`src/rtl/chunked_adder.sv`:
```
// Multi-cycle adder/subtractor: adds CHUNK bits per clock, LSB chunk first.
// The operand set is latched on accept and the result is held until it is popped.
module chunked_adder #(
  parameter int WIDTH = 32,
  parameter int CHUNK = 8
) (
  input  logic             clk,
  input  logic             rst_n,
  input  logic             in_valid,
  output logic             in_ready,
  input  logic [WIDTH-1:0] a,
  input  logic [WIDTH-1:0] b,
  input  logic             cin,
  input  logic             sub,
  output logic             out_valid,
  input  logic             out_ready,
  output logic [WIDTH-1:0] sum,
  output logic             cout,
  output logic             ovf
);

  localparam int N     = WIDTH / CHUNK;
  localparam int IDX_W = (N > 1) ? $clog2(N) : 1;

  typedef enum logic [1:0] {IDLE, RUN, DONE} state_t;

  state_t           r_state;
  state_t           w_state_next;
  logic [WIDTH-1:0] r_a;
  logic [WIDTH-1:0] r_b;
  logic [WIDTH-1:0] r_sum;
  logic             r_carry;
  logic             r_cout;
  logic             r_ovf;
  logic             r_out_valid;
  logic [IDX_W-1:0] r_idx;

  logic [31:0]      w_shift;
  logic [CHUNK-1:0] w_a_k;
  logic [CHUNK-1:0] w_b_k;
  logic [CHUNK-1:0] w_s_k;
  logic [CHUNK:0]   w_c;
  logic [WIDTH-1:0] w_mask;
  logic [WIDTH-1:0] w_sum_next;
  logic             w_last;

  always_comb begin
    w_shift    = 32'(r_idx) * 32'(CHUNK);
    w_a_k      = CHUNK'(r_a >> w_shift);
    w_b_k      = CHUNK'(r_b >> w_shift);
    w_mask     = WIDTH'({CHUNK{1'b1}}) << w_shift;
    w_sum_next = (r_sum & ~w_mask) | (WIDTH'(w_s_k) << w_shift);
    w_last     = (r_idx == IDX_W'(N - 1));
  end

  // Ripple carry through the current chunk.
  assign w_c[0] = r_carry;
  generate
    for (genvar gi = 0; gi < CHUNK; gi++) begin : g_ripple
      assign w_s_k[gi]   = w_a_k[gi] ^ w_b_k[gi] ^ w_c[gi];
      assign w_c[gi+1]   = (w_a_k[gi] & w_b_k[gi]) | (w_c[gi] & (w_a_k[gi] ^ w_b_k[gi]));
    end
  endgenerate

  always_comb begin
    w_state_next = r_state;
    case (r_state)
      IDLE:    if (in_valid)  w_state_next = RUN;
      RUN:     if (w_last)    w_state_next = DONE;
      DONE:    if (out_ready) w_state_next = IDLE;
      default: w_state_next = IDLE;
    endcase
  end

  always_ff @(posedge clk or negedge rst_n) begin
    if (!rst_n) r_state <= IDLE;
    else        r_state <= w_state_next;
  end

  always_ff @(posedge clk or negedge rst_n) begin
    if (!rst_n) begin
      r_a         <= '0;
      r_b         <= '0;
      r_sum       <= '0;
      r_carry     <= 1'b0;
      r_cout      <= 1'b0;
      r_ovf       <= 1'b0;
      r_out_valid <= 1'b0;
      r_idx       <= '0;
    end else begin
      case (r_state)
        IDLE: if (in_valid) begin
          r_a     <= a;
          r_b     <= sub ? ~b : b;
          r_carry <= cin ^ sub;
          r_idx   <= '0;
        end
        RUN: begin
          r_sum   <= w_sum_next;
          r_carry <= w_c[CHUNK];
          r_idx   <= r_idx + IDX_W'(1);
          if (w_last) begin
            r_cout      <= w_c[CHUNK];
            // a ^ b ^ sum at the MSB recovers the carry into the MSB.
            r_ovf       <= r_a[WIDTH-1] ^ r_b[WIDTH-1] ^ w_s_k[CHUNK-1] ^ w_c[CHUNK];
            r_out_valid <= 1'b1;
          end
        end
        DONE: if (out_ready) r_out_valid <= 1'b0;
        default: ;
      endcase
    end
  end

  assign in_ready  = (r_state == IDLE);
  assign out_valid = r_out_valid;
  assign sum       = r_sum;
  assign cout      = r_cout;
  assign ovf       = r_ovf;

endmodule
```
`config.mk`:
```
export PLATFORM = sky130hd
export DESIGN_NAME = chunked_adder
export DESIGN_NICKNAME = d
export VERILOG_FILES = /design/src/rtl/chunked_adder.sv
export SDC_FILE = /design/constraint.sdc
export NUM_CORES = 1
export LEC_CHECK = 0
export ABC_CLOCK_PERIOD_IN_PS = 4400
export BUFFER_PORTS_ARGS = -buffer_cell sky130_fd_sc_hd__clkbuf_2
export CAP_MARGIN = 15
export CORE_ASPECT_RATIO = 1.1
export CORE_MARGIN = 2
export CORE_UTILIZATION = 30
export DETAILED_ROUTE_END_ITERATION = 10
export SETUP_SLACK_MARGIN = 0.02
export SYNTH_ARGS = -nofsm -noshare
export SYNTH_HDL_FRONTEND = slang
export SYNTH_SLANG_ARGS = --single-unit
export TNS_END_PERCENT = 10
```
`constraint.sdc`:
```
create_clock -name clk -period 4.4 [get_ports clk]
set_input_delay 0 -clock clk [delete_from_list [all_inputs] [get_ports clk]]
set_output_delay 0 -clock clk [all_outputs]
set_load 0.03 [all_outputs]
```
=== Word level (Yosys, flattened, before mapping) ===
Index checks and enable logic that the tools add are counted.
Widths: inputs -> output; s select.

* Register bits after elaboration: 104
* Bits in latches: 0
* Memory bits (writable): 0
* ROM bits: 0
* Input port bits: 70
* Output and inout port bits: 36
* Logic and storage cells: 88
* Memories kept: 0

* $add $sub $neg: 1
* Multipliers: 0
* Div/mod/pow operators: 0
* Order comparisons: 0
* Equality and inequality tests: 6
* Shifts and indexed selects: 4
* Muxes and demuxes: 12
* Bitwise operators: 48
* Reduce and logical (&&, ||, !) cells: 8

{| class="wikitable"
|+ Operators by type and width
! cell !! number
|-
| $not 32->32 || 2
|-
| $shr 32x5->8 || 2
|-
| $and 32x32->32 || 1
|-
| $mux 32 || 1
|-
| $or 32x32->32 || 1
|-
| $shl 8x5->32 || 1
|-
| $shl 8x5->32 const A || 1
|-
| $xor 1x1->1 || 20
|-
| $and 1x1->1 || 16
|-
| $mux 2 || 4
|-
| $or 1x1->1 || 8
|-
| $ne 2x2->1 const B || 3
|-
| $pmux 2 s3 || 1
|-
| $reduce_and 2->1 || 3
|-
| $reduce_and 3->1 || 2
|-
| $eq 2x2->1 const B || 2
|-
| $pmux 1 s2 || 2
|-
| $pmux 2 s2 || 1
|-
| $reduce_bool 2->1 || 2
|-
| $mux 1 || 3
|-
| $add 2x1->2 const B || 1
|-
| $eq 2x1->1 const B || 1
|-
| $logic_not 2->1 || 1
|}

=== Logic depth before layout (Yosys ltp) ===
Gate-level depths: netlist of run 1.

* Word-level depth: 19
* Gate-level depth with buffers: 16
* Mapped depth without buffers: 14

=== Least setup slack after synthesis of run 1 ===
No wires, ideal clock.

* Path type: reg-to-reg
* From: register r_idx[0]
* To: register r_ovf (netlist: ovf)
* Library setup time: 0.137 ns
* Arrival time: 4.108 ns
* Data required time: 4.263 ns
* Slack: 0.155 ns
* Cell stages (with the launch flop): 17
* Path buffers: 2
* Clock period less this slack: 4.245 ns
* Cell sequence: dfrtp_1 buf_2 buf_2 mux4_2 fa_1 fa_1 inv_1 fa_1 fa_1 fa_1 fa_1 inv_1 fa_1 fa_1 xnor2_1 xnor2_1 o21ai_0

* Word-level cells in the longest chain between the ends: 19
* Elaborated cells on any way between the ends: 39
* Those cells by class: eq/ne (1); shift (2); bitwise (35); reduce/logical (1)

{| class="wikitable"
|+ RTL lines
! what !! RTL line !! text
|-
| start, declared || 36 || <nowiki>logic [IDX_W-1:0] r_idx;</nowiki>
|-
| start signal, assigned || 101 || <nowiki>r_idx <= r_idx + IDX_W'(1);</nowiki>
|-
| $shr 32x5->8 (on tied branches) || 49, 50 ||
|-
| $xor 1x1->1 || 61 || <nowiki>assign w_c[gi+1] = (w_a_k[gi] & w_b_k[gi]) | (w_c[gi] & (w_a_k[gi] ^ w_b_k[gi]));</nowiki>
|-
| $and 1x1->1 || 61 ||
|-
| $or 1x1->1 || 61 ||
|-
| $and 1x1->1 || 61 ||
|-
| $or 1x1->1 || 61 ||
|-
| $and 1x1->1 || 61 ||
|-
| $or 1x1->1 || 61 ||
|-
| (+3 left out) || n/a ||
|-
| $or 1x1->1 || 61 ||
|-
| $and 1x1->1 || 61 ||
|-
| $or 1x1->1 || 61 ||
|-
| $and 1x1->1 || 61 ||
|-
| $or 1x1->1 || 61 ||
|-
| $xor 1x1->1 or $and 1x1->1 (tied branches) || 60, 61 ||
|-
| $xor 1x1->1 or $or 1x1->1 (tied branches) || 105, 61 ||
|-
| $xor 1x1->1 || 105 || <nowiki>r_ovf <= r_a[WIDTH-1] ^ r_b[WIDTH-1] ^ w_s_k[CHUNK-1] ^ w_c[CHUNK];</nowiki>
|-
| end signal, assigned || 105 ||
|-
| end, declared || 34 || <nowiki>logic r_ovf;</nowiki>
|}

Several ways; a longest one is shown, not always the timed one.
A chain may end at the register's enable or synchronous reset.

=== Worst setup path in the final report of run 1 ===
Same ends and word-level chain as after synthesis.

==> results of run 1 <==
## metrics by stage
stage	total power [W]	area [um^2]
floorplan	0.003819	4900
global placement	0.004598	5592
detailed placement	0.004681	5592
CTS	0.005537	6530
global route	0.005908	6538
finish	0.005509	6538
## layout make-up
type | count | area (um^2) | share of cell area, %
Clock buffer | 11 | 242.7 | 3.713
Inverter | 13 | 48.80 | 0.7464
Sequential cell | 104 | 2604 | 39.83
Multi-Input combinational cell | 229 | 2115 | 32.34
Timing Repair Buffer | 175 | 1217 | 18.62
Tap cell | 204 | 255.2 | 3.904
Clock inverter | 4 | 55.05 | 0.8421
## state kept, by name, indices dropped and copies added, names as in the netlist, 2 cells and up
| register | flops |
|---|---|
| r_idx | 2 |
| r_b | 32 |
| r_a | 32 |
| sum | 32 |
| r_state | 2 |
## cells in the mapped netlist, drive strengths merged (6+ instances only)
cell type / n / area, um^2
o21ai: 39 / 195.2
a22o: 16 / 140.1
clkbuf: 11 / 41.29
dfrtp: 104 / 2603
inv: 13 / 48.80
o2bb2ai: 12 / 105.1
nand2: 43 / 161.4
buf: 12 / 97.59
xnor2: 36 / 315.3
fa: 8 / 160.2
mux2: 33 / 491.7
nand3: 6 / 30.03
mux4: 16 / 360.4
## critical path, cell delays in order (launching register included)
cell and delay [ns]:
dfrtp_2 0.44, buf_4 0.21, mux4_2 0.36, fa_1 0.16, inv_1 0.05, fa_1 0.37
fa_1 0.39, fa_1 0.40, fa_1 0.40, inv_1 0.09, fa_1 0.19, fa_2 0.49
xnor2_1 0.21, xnor2_1 0.13, o21ai_0 0.08
## routing by layer
metal  share of wire (%)  track usage, %
met5                   0               0
met4                 1.9           3.991
met3                 4.1           3.212
met2                  49           22.90
met1                  45           18.31
## power groups by stage
stage | sequential (W) | combinational, W | clock, W
final | 0.00175 | 0.00296 | 0.000804
after global routing | 0.00181 | 0.00324 | 0.000858
after CTS | 0.00175 | 0.00297 | 0.000820
after detailed placement | 0.00176 | 0.00292 | 0
after global placement | 0.00175 | 0.00285 | 0
after floorplan | 0.00194 | 0.00188 | 0
## logic make-up (layout without fill, tap and decap cells)
logic type | after synthesis | in the layout | share of synthesized area, %
multiplexers | 49 | 49 | 17.39
XOR/XNOR | 36 | 36 | 6.435
AND/OR/NAND/NOR | 60 | 60 | 5.286
adder cells (fa/ha/maj) | 12 | 12 | 4.290
AO/OA/AOI/OAI | 72 | 72 | 9.653
flip-flops | 104 | 104 | 53.12
buffers and inverters | 36 | 203 | 3.830
## path summary, 6_finish.rpt
| check | start | end | slack (ns) |
|---|---|---|---|
| setup / recovery | r_idx[0] | ovf | 0.30 |
| hold / removal | b[16] | r_b[16] | 0.001 |
| setup reg to reg | r_idx[0] | ovf | 0.30 |
| hold reg to reg | r_b[23] | r_b[23] | 0.48 |
| max in group asynchronous | rst_n | r_idx[0] | 3.01 |
| min in group asynchronous | rst_n | sum[20] | 0.22 |
## what timing repair did
| item | 4_1_cts | 5_1_grt |
|---|---|---|
| endpoints found under the setup margin | 0 | 1 |
| hold endpoints to repair | 112 | 0 |
| resized for setup | 0 | 3 |
| hold buffers | 64 | 0 |
## placed cells by master (no fill, tap or decap), drive strengths merged, types with 2 or more instances in the layout
cell / count
o31ai: 2
nand2: 43
ha: 4
xnor2: 36
o21ai: 39
inv: 13
fa: 8
a22o: 16
buf: 7
o2bb2ai: 12
a21oi: 2
mux2: 33
nor3: 4
dlygate4sd3: 64
nor2: 2
mux4: 16
dfrtp: 104
clkinv: 2
nand3: 6
clkbuf: 115
==> flow_metrics.tcl, run 1 <==
set metrics [dict create \
    powerDensity_mw_per_mm2 842.6 \
    grt_max_degree 63 \
    drcViolationCount 0 \
    initial_utilization_pct 30.27 \
    synth-seq-cells 104 \
    wl_mm 11.46 \
    critPathKind "reg -> reg" \
    hold_ws_ns 0.001127 \
    first_pass_iters 4 \
    grt_pass1_wl_mm 19.00 \
    rows 49 \
    period_needed_ns 4.097 \
    ys.flop_type "dfrtp_1" \
    postCtsSetupRepairBufs 0 \
    cp_max_fo 11 \
    clock.fmax_mhz 244.1 \
    min_path_cells 3 \
    track_usage_pct 13.85 \
    layout.nets 614 \
    synth-edff-count 0 \
    cp.arrival_ns 4.31 \
    worstSkewPairLatency_ns 0.35 \
    critPathCaptureType "register" \
    antenna_left 0 \
    cts_root_buf "clkbuf_16" \
    grt_setup_unrepaired "no" \
    syn-cell-area_mm2 0.004900 \
    first_global_vias 3610 \
    path_clk_slew_ns 0.07 \
    tightest_slew_ns 0.9861 \
    skew_ns 0.007386 \
    overflow 0 \
    hold_class "in -> reg" \
    io_pins 106 \
    p_sw_share_pct 41.39 \
    place_congestion 0.7729 \
    cts_sinks 104 \
    antenna_cells 0 \
    cts_buffers 9 \
    pwr-share-comb_pct 53.7 \
    synthArstFlopShare_pct 100.0 \
    num_vias 3341 \
    peakVddDrop_uv 377.9 \
    setup-violations-final 0 \
    r2r.worst_path.cells 14 \
    worstSetupStartpointType "register" \
    avgRoutedWirePerCell_um 15.48 \
    max_slew_margin_pct 34.26 \
    fin_crit_sh_pct 93.12 \
    h-tree-depth 3 \
    portBuffers 105 \
    p_sw_w 0.002280 \
    die_y_um 138.0 \
    cp_data_required_time_ns 4.62 \
    syn_avg_cell_area_um2 13.28 \
    seqPwrFrac_pct 31.7 \
    core_area_mm2 0.01619 \
    postSynthCellCount 369 \
    die_area_mm2 0.01737 \
    yosys_warnings 0 \
    final_cells 740 \
    final_util_pct 40.39 \
    final_layout_size_suffix_gt1_share_pct 33.21 \
    synthToLayoutAreaGrowth_pct 33.43 \
    fillers 1617 \
    layout_setup_ws_ns 0.3028 \
    cts.path.max_buffers 2 \
    intPower_w 0.003229 \
    status "complete, no violations" \
    pre_cts_ws_ns 0.2316 \
    die_x_um 125.9 \
    syn_nets 451 \
    avgViaCountPerCell 4.515 \
    tritoncts "done" \
    dpl.cell_count 661 \
    clock_power_share_pct 14.6 \
    hpwl_mm 8.746 \
    slew_violations 0 \
    finalHoldViolCount 0 \
    drt-initial-drc-count 131 \
    power_leakage_nw 3.039 \
    antenna_found_initial 0 \
    synth-seq-area-share_pct 53.12 \
    drv_cap 0 \
    ys_types 27 \
    fin_setup_tns_ns 0 \
]
Note: power is estimated with default switching activity, not from simulation.
==> inputs of run 2 (changes only) <==
- ABC_AREA: default -> 1
==> flow_metrics.tcl, run 2 <==
set metrics [dict create \
    die_area_mm2 0.01785 \
    worstSetupStartpointType "register" \
    grt_pass1_wl_mm 21.73 \
    layout.nets 820 \
    rows 49 \
    cp_data_required_time_ns 4.65 \
    syn_nets 661 \
    max_slew_margin_pct 33.99 \
    hpwl_mm 9.443 \
    wl_mm 13.46 \
    cp_max_fo 22 \
    yosys.area.top_type_share_pct 51.64 \
    syn-cell-area_mm2 0.005040 \
    synthToLayoutAreaGrowth_pct 32.80 \
    startpoint "r_idx[0]" \
    finalPower_w 0.005532 \
    clock.fmax_mhz 243.2 \
    grt_max_degree 98 \
    synth-seq-area-share_pct 51.64 \
    critPathKind "reg -> reg" \
    period_needed_ns 4.112 \
    antenna_cells 0 \
    first_global_vias 4228 \
    first_pass_iters 5 \
    r2r_setup_slack_ns 0.29 \
    crit_chain "buf_12 > o21ai_0 > o22ai_1 > fa_1 > fa_1 > inv_1 > fa_1 > fa_1 > fa_1 > fa_1 > inv_1 > fa_1 > fa_1 > inv_1 > nand2_1 > nand2_1 > nand2_1 > nand3_1 > nand2_1" \
    powerDensity_mw_per_mm2 826.6 \
    synthSimpleGateAreaFrac_pct 20.38 \
    pre_cts_ws_ns 0.2400 \
    final_common_cell "nand2_1" \
    cts_root_buf "clkbuf_16" \
    avgViaCountPerCell 4.486 \
    yosys_warnings 0 \
    drt-initial-drc-count 203 \
    synthTopCellsByCount "214 x nand2_1, 104 x dfrtp_1, 80 x o21ai_0" \
    layout_setup_ws_ns 0.2883 \
    crit_top_cell "fa_1" \
    cp_top_family "adder cells" \
    num_vias 4248 \
    yosysTopAreaCell "dfrtp_1" \
    core_area_mm2 0.01643 \
    hold_ws_ns 0.003733 \
    critPathCaptureType "register" \
    h-tree-depth 3 \
    synthAdderAreaFrac_pct 4.171 \
    crit_end "ovf" \
    crit_buf_inv 4 \
    crit_cells 19 \
    r2r_end "ovf" \
    peakVddDrop_uv 389.1 \
    place_congestion 0.8212 \
    tritoncts "done" \
    r2r-start "r_idx[0]" \
    slew_violations 0 \
    synth-seq-cells 104 \
    antenna_found_initial 0 \
    finalHoldViolCount 0 \
    synthTopCellsByArea "dfrtp_1 52%, nand2_1 16%, o21ai_0 7.9%, xnor2_1 5.6%, fa_1 3.2%" \
    r2r.worst_path.cells 19 \
    hold_class "in -> reg" \
    track_usage_pct 15.55 \
    cts_sinks 104 \
    die_x_um 127.6 \
    overflow 0 \
    drv_cap 0 \
    final_cell_mix "214 x nand2_1, 104 x clkbuf_2, 103 x dfrtp_1" \
    synth_top_family_by_area "simple AND/OR/NAND/NOR gates" \
    cp_slowest_stage_delay_ns 0.48 \
    cpMaxStageDelayCell "fa_1" \
    synthArstFlopShare_pct 100.0 \
    path_clk_slew_ns 0.07 \
    skew_ns 0.007234 \
    fin_setup_tns_ns 0 \
    avgRoutedWirePerCell_um 14.21 \
    syn_avg_cell_area_um2 8.704 \
    io_pins 106 \
    synth-edff-count 0 \
    ys_types 25 \
    fillers 1678 \
    dpl.cell_count 864 \
    worstSkewPairLatency_ns 0.35 \
    initial_utilization_pct 30.67 \
    power_leakage_nw 3.280 \
    ys.flop_type "dfrtp_1" \
    synth_most_common_cell "nand2_1" \
    final_cells 947 \
    grt_setup_unrepaired "no" \
    cts.path.max_buffers 2 \
    drcViolationCount 0 \
    cp.arrival_ns 4.36 \
    setup-violations-final 0 \
    portBuffers 105 \
    die_y_um 139.9 \
    tightest_slew_ns 0.9902 \
    fin_crit_sh_pct 93.45 \
    status "complete, no violations" \
    final_layout_size_suffix_gt1_share_pct 19.38 \
    cts_buffers 9 \
    yosys.area_share.xor_xnor_pct 5.735 \
    postSynthCellCount 579 \
    synth-compound-area-share_pct 12.04 \
    muxShareOfSynthArea_pct 0 \
    antenna_left 0 \
]
## run 2: cell types whose count changed in the layout (fill, tap and decap cells not counted), moves of 17 or more
cell / before / now
nand2_1: 43 / 214
o21ai_0: 39 / 80
mux2_4: 32 / 0
o21ai_1: 0 / 28
nor2_1: 2 / 19
## run 2: worst min-delay path by stage
| stage | startpoint | depth (start not counted) | slack [ns] | endpoint |
|---|---|---|---|---|
| final | b[16] | 3 | 0.004 | r_b[16] |
| after global routing | b[16] | 3 | 0.03 | r_b[16] |
| after CTS | b[16] | 3 | 0.01 | r_b[16] |
| after detailed placement | a[3] | 3 | 0.20 | r_a[3] |
| after global placement | a[19] | 3 | 0.20 | r_a[19] |
| after floorplan | rst_n | 0 | -0.30 | cout |
## run 2: metal layers
layer	up-vias	part of all wire (%)	wire, um	GRT usage, %
met2	88	49	6559	25.70
met1	1972	47	6303	20.91
met3	11	3.4	464	3.056
li1	2177	-	-	-
met5	-	0	0	0
met4	0	0.99	133	4.164
## run 2: metrics by stage
step                      instance area [um^2]  utilization, %
final                                     6693           40.73
after detailed placement                  5687           34.61
after global routing                      6693           40.73
after floorplan                           5040               -
after global placement                    5687           34.61
after CTS                                 6659           40.53
## run 2: power breakdown
| part | internal, W | switching (W) |
|---|---|---|
| Combinational | 0.00101 | 0.00192 |
| Clock | 0.000515 | 0.000360 |
| Sequential | 0.00142 | 0.000309 |
## run 2: what timing repair did
item / in CTS / in global routing
setup endpoints to repair: 0 / 1
endpoints found under the hold margin: 139 / 0
hold buffers: 65 / 0
resized for setup: 0 / 2
setup buffers: 0 / 1
## run 2: worst reg2reg max path, stage by stage (launching register included)
cell	delay [ns]
dfrtp_2	0.41
buf_12	0.16
o21ai_0	0.10
o22ai_1	0.22
fa_1	0.23
fa_1	0.17
inv_1	0.05
fa_1	0.37
fa_1	0.39
fa_1	0.42
fa_1	0.38
inv_1	0.08
fa_1	0.18
fa_1	0.48
inv_1	0.10
nand2_1	0.05
nand2_1	0.05
nand2_1	0.05
nand3_1	0.07
nand2_1	0.05
## run 2: final cells by class
cell class / count / area (um^2) / share of cell area (%)
clock buffer: 11 / 242.7 / 3.627
multi-input combinational: 420 / 2133 / 31.88
tap: 204 / 255.2 / 3.814
sequential: 104 / 2604 / 38.90
inverter: 21 / 80.08 / 1.196
timing repair buffer: 182 / 1299 / 19.41
clock inverter: 5 / 78.83 / 1.178
## run 2: kinds of logic after synthesis
family	count (synthesis)
AO/OA/AOI/OAI	118
AND/OR/NAND/NOR	257
XOR/XNOR	33
flip-flops	104
adder cells (fa/ha/maj)	12
buffers and inverters	55
==> inputs of run 3 (changes only) <==
- CORE_UTILIZATION: 30 -> 47
- PLACE_DENSITY: default -> 0.73
==> flow_metrics.tcl, run 3 (synthesis gave the netlist of run 2 again) <==
set metrics [dict create \
    first_pass_iters 5 \
    setup-violations-final 0 \
    final_common_cell "nand2_1" \
    fin_crit_sh_pct 94.63 \
    cpMaxStageDelayCell "fa_2" \
    pre_cts_ws_ns 0.1186 \
    period_needed_ns 4.164 \
    cts.path.max_buffers 2 \
    h-tree-depth 3 \
    hold_class "in -> reg" \
    die_area_mm2 0.01157 \
    first_global_vias 4466 \
    path_clk_slew_ns 0.06 \
    avgRoutedWirePerCell_um 14.55 \
    peakVddDrop_uv 437.6 \
    place_congestion 0.8860 \
    grt_setup_unrepaired "no" \
    drcViolationCount 0 \
    fillers 927 \
    portBuffers 105 \
    clock.fmax_mhz 240.2 \
    cts_root_buf "clkbuf_16" \
    cp_data_required_time_ns 4.63 \
    antenna_left 0 \
    cts_sinks 104 \
    r2r-start "r_idx[0]" \
    crit_buf_inv 4 \
    max_slew_margin_pct 34.16 \
    crit_cells 19 \
    track_usage_pct 23.24 \
    final_layout_size_suffix_gt1_share_pct 20.19 \
    num_vias 4418 \
    synthToLayoutAreaGrowth_pct 31.45 \
    cp_max_fo 12 \
    io_pins 106 \
    worstSkewPairLatency_ns 0.34 \
    layout.nets 821 \
    core_area_mm2 0.01039 \
    status "complete, no violations" \
    final_cell_mix "214 x nand2_1, 104 x clkbuf_2, 102 x dfrtp_1" \
    worstSetupStartpointType "register" \
    critPathKind "reg -> reg" \
    r2r.worst_path.cells 19 \
    finalPower_w 0.005527 \
    cp_top_family "adder cells" \
    finalHoldViolCount 0 \
    cp_slowest_stage_delay_ns 0.48 \
    slew_violations 0 \
    critPathCaptureType "register" \
    layout_setup_ws_ns 0.2365 \
    r2r_end "ovf" \
    overflow 0 \
    startpoint "r_idx[0]" \
    fin_setup_tns_ns 0 \
    min_from "cin" \
    min_path_cells 4 \
    tightest_slew_ns 0.9877 \
    antenna_found_initial 0 \
    rows 39 \
    grt_max_degree 98 \
    crit_end "ovf" \
    drt-initial-drc-count 264 \
    r2r_setup_slack_ns 0.24 \
    cp.arrival_ns 4.39 \
    final_util_pct 63.74 \
    skew_ns 0.007624 \
    grt_pass1_wl_mm 21.03 \
    hpwl_mm 8.706 \
    power_leakage_nw 3.263 \
    crit_chain "buf_12 > o21ai_0 > o22ai_2 > fa_2 > fa_1 > inv_1 > fa_1 > fa_2 > fa_1 > fa_1 > inv_1 > fa_2 > fa_2 > inv_1 > nand2_1 > nand2_1 > nand2_1 > nand3_1 > nand2_1" \
    initial_utilization_pct 48.49 \
    powerDensity_mw_per_mm2 834.3 \
    cts_buffers 9 \
    avgViaCountPerCell 4.986 \
    drv_cap 0 \
    tritoncts "done" \
    die_x_um 102.7 \
    antenna_cells 0 \
    wl_mm 12.89 \
    die_y_um 112.6 \
]
-- run 3: layout make-up --
class | instances | area [um^2] | area share (%)
sequential | 104 | 2605 | 39.32
multi-input combinational | 420 | 2156 | 32.54
timing repair buffer | 183 | 1309 | 19.75
clock buffer | 11 | 242.7 | 3.664
tap | 143 | 178.9 | 2.701
inverter | 21 | 80.08 | 1.209
clock inverter | 4 | 53.80 | 0.8121
-- run 3: per-layer routing --
metal  up-vias  track usage (%)  share of wire (%)  routed length [um]
met5         -                0                  0                   0
met4         0            7.105                2.0                 254
met3        21            3.549                3.7                 482
met2       119            38.56                 50                6506
met1      2110            31.48                 44                5646
li1       2168                -                  -                   -
-- run 3: worst min-delay path by stage --
stage	endpoint	slack (ns)
6_report	r_carry	0.02
5_1_grt	r_carry	0.04
4_1_cts	r_carry	0.01
3_5_place_dp	r_a[16]	0.20
3_3_place_gp	out_valid	0.19
2_1_floorplan	cout	-0.30
-- run 3: worst min-delay path, cell delays in order --
cell      delay (ns)
clkbuf_2        0.09
xor2_1          0.05
nand2_1         0.09
nand3_1         0.07
-- run 3: repair_timing --
| action | in CTS | in global routing |
|---|---|---|
| setup endpoints to repair | 0 | 1 |
| buffers inserted | 0 | 2 |
| hold endpoints to repair | 141 | 0 |
| gates resized for setup | 0 | 12 |
| hold buffers | 66 | 0 |
-- run 3: per-stage QoR --
| step | hold slack (ns) | cell area (um^2) | cells |
|---|---|---|---|
| 2_1_floorplan | -0.2956 | 5040 | 579 |
| 3_3_place_gp | 0.1913 | 5590 | 802 |
| 3_5_place_dp | 0.1989 | 5590 | 802 |
| 4_1_cts | 0.01151 | 6548 | 883 |
| 5_1_grt | 0.04283 | 6625 | 886 |
| 6_report | 0.01667 | 6625 | 886 |
-- run 3: report_power, final --
part	switching [W]	total [W]	internal, W	leakage [nW]
clock network	0.000338	0.000794	0.000456	0.138
registers	0.000320	0.00174	0.00142	1.29
logic	0.00193	0.00299	0.00106	1.83
total	0.00259	0.00553	0.00294	3.26
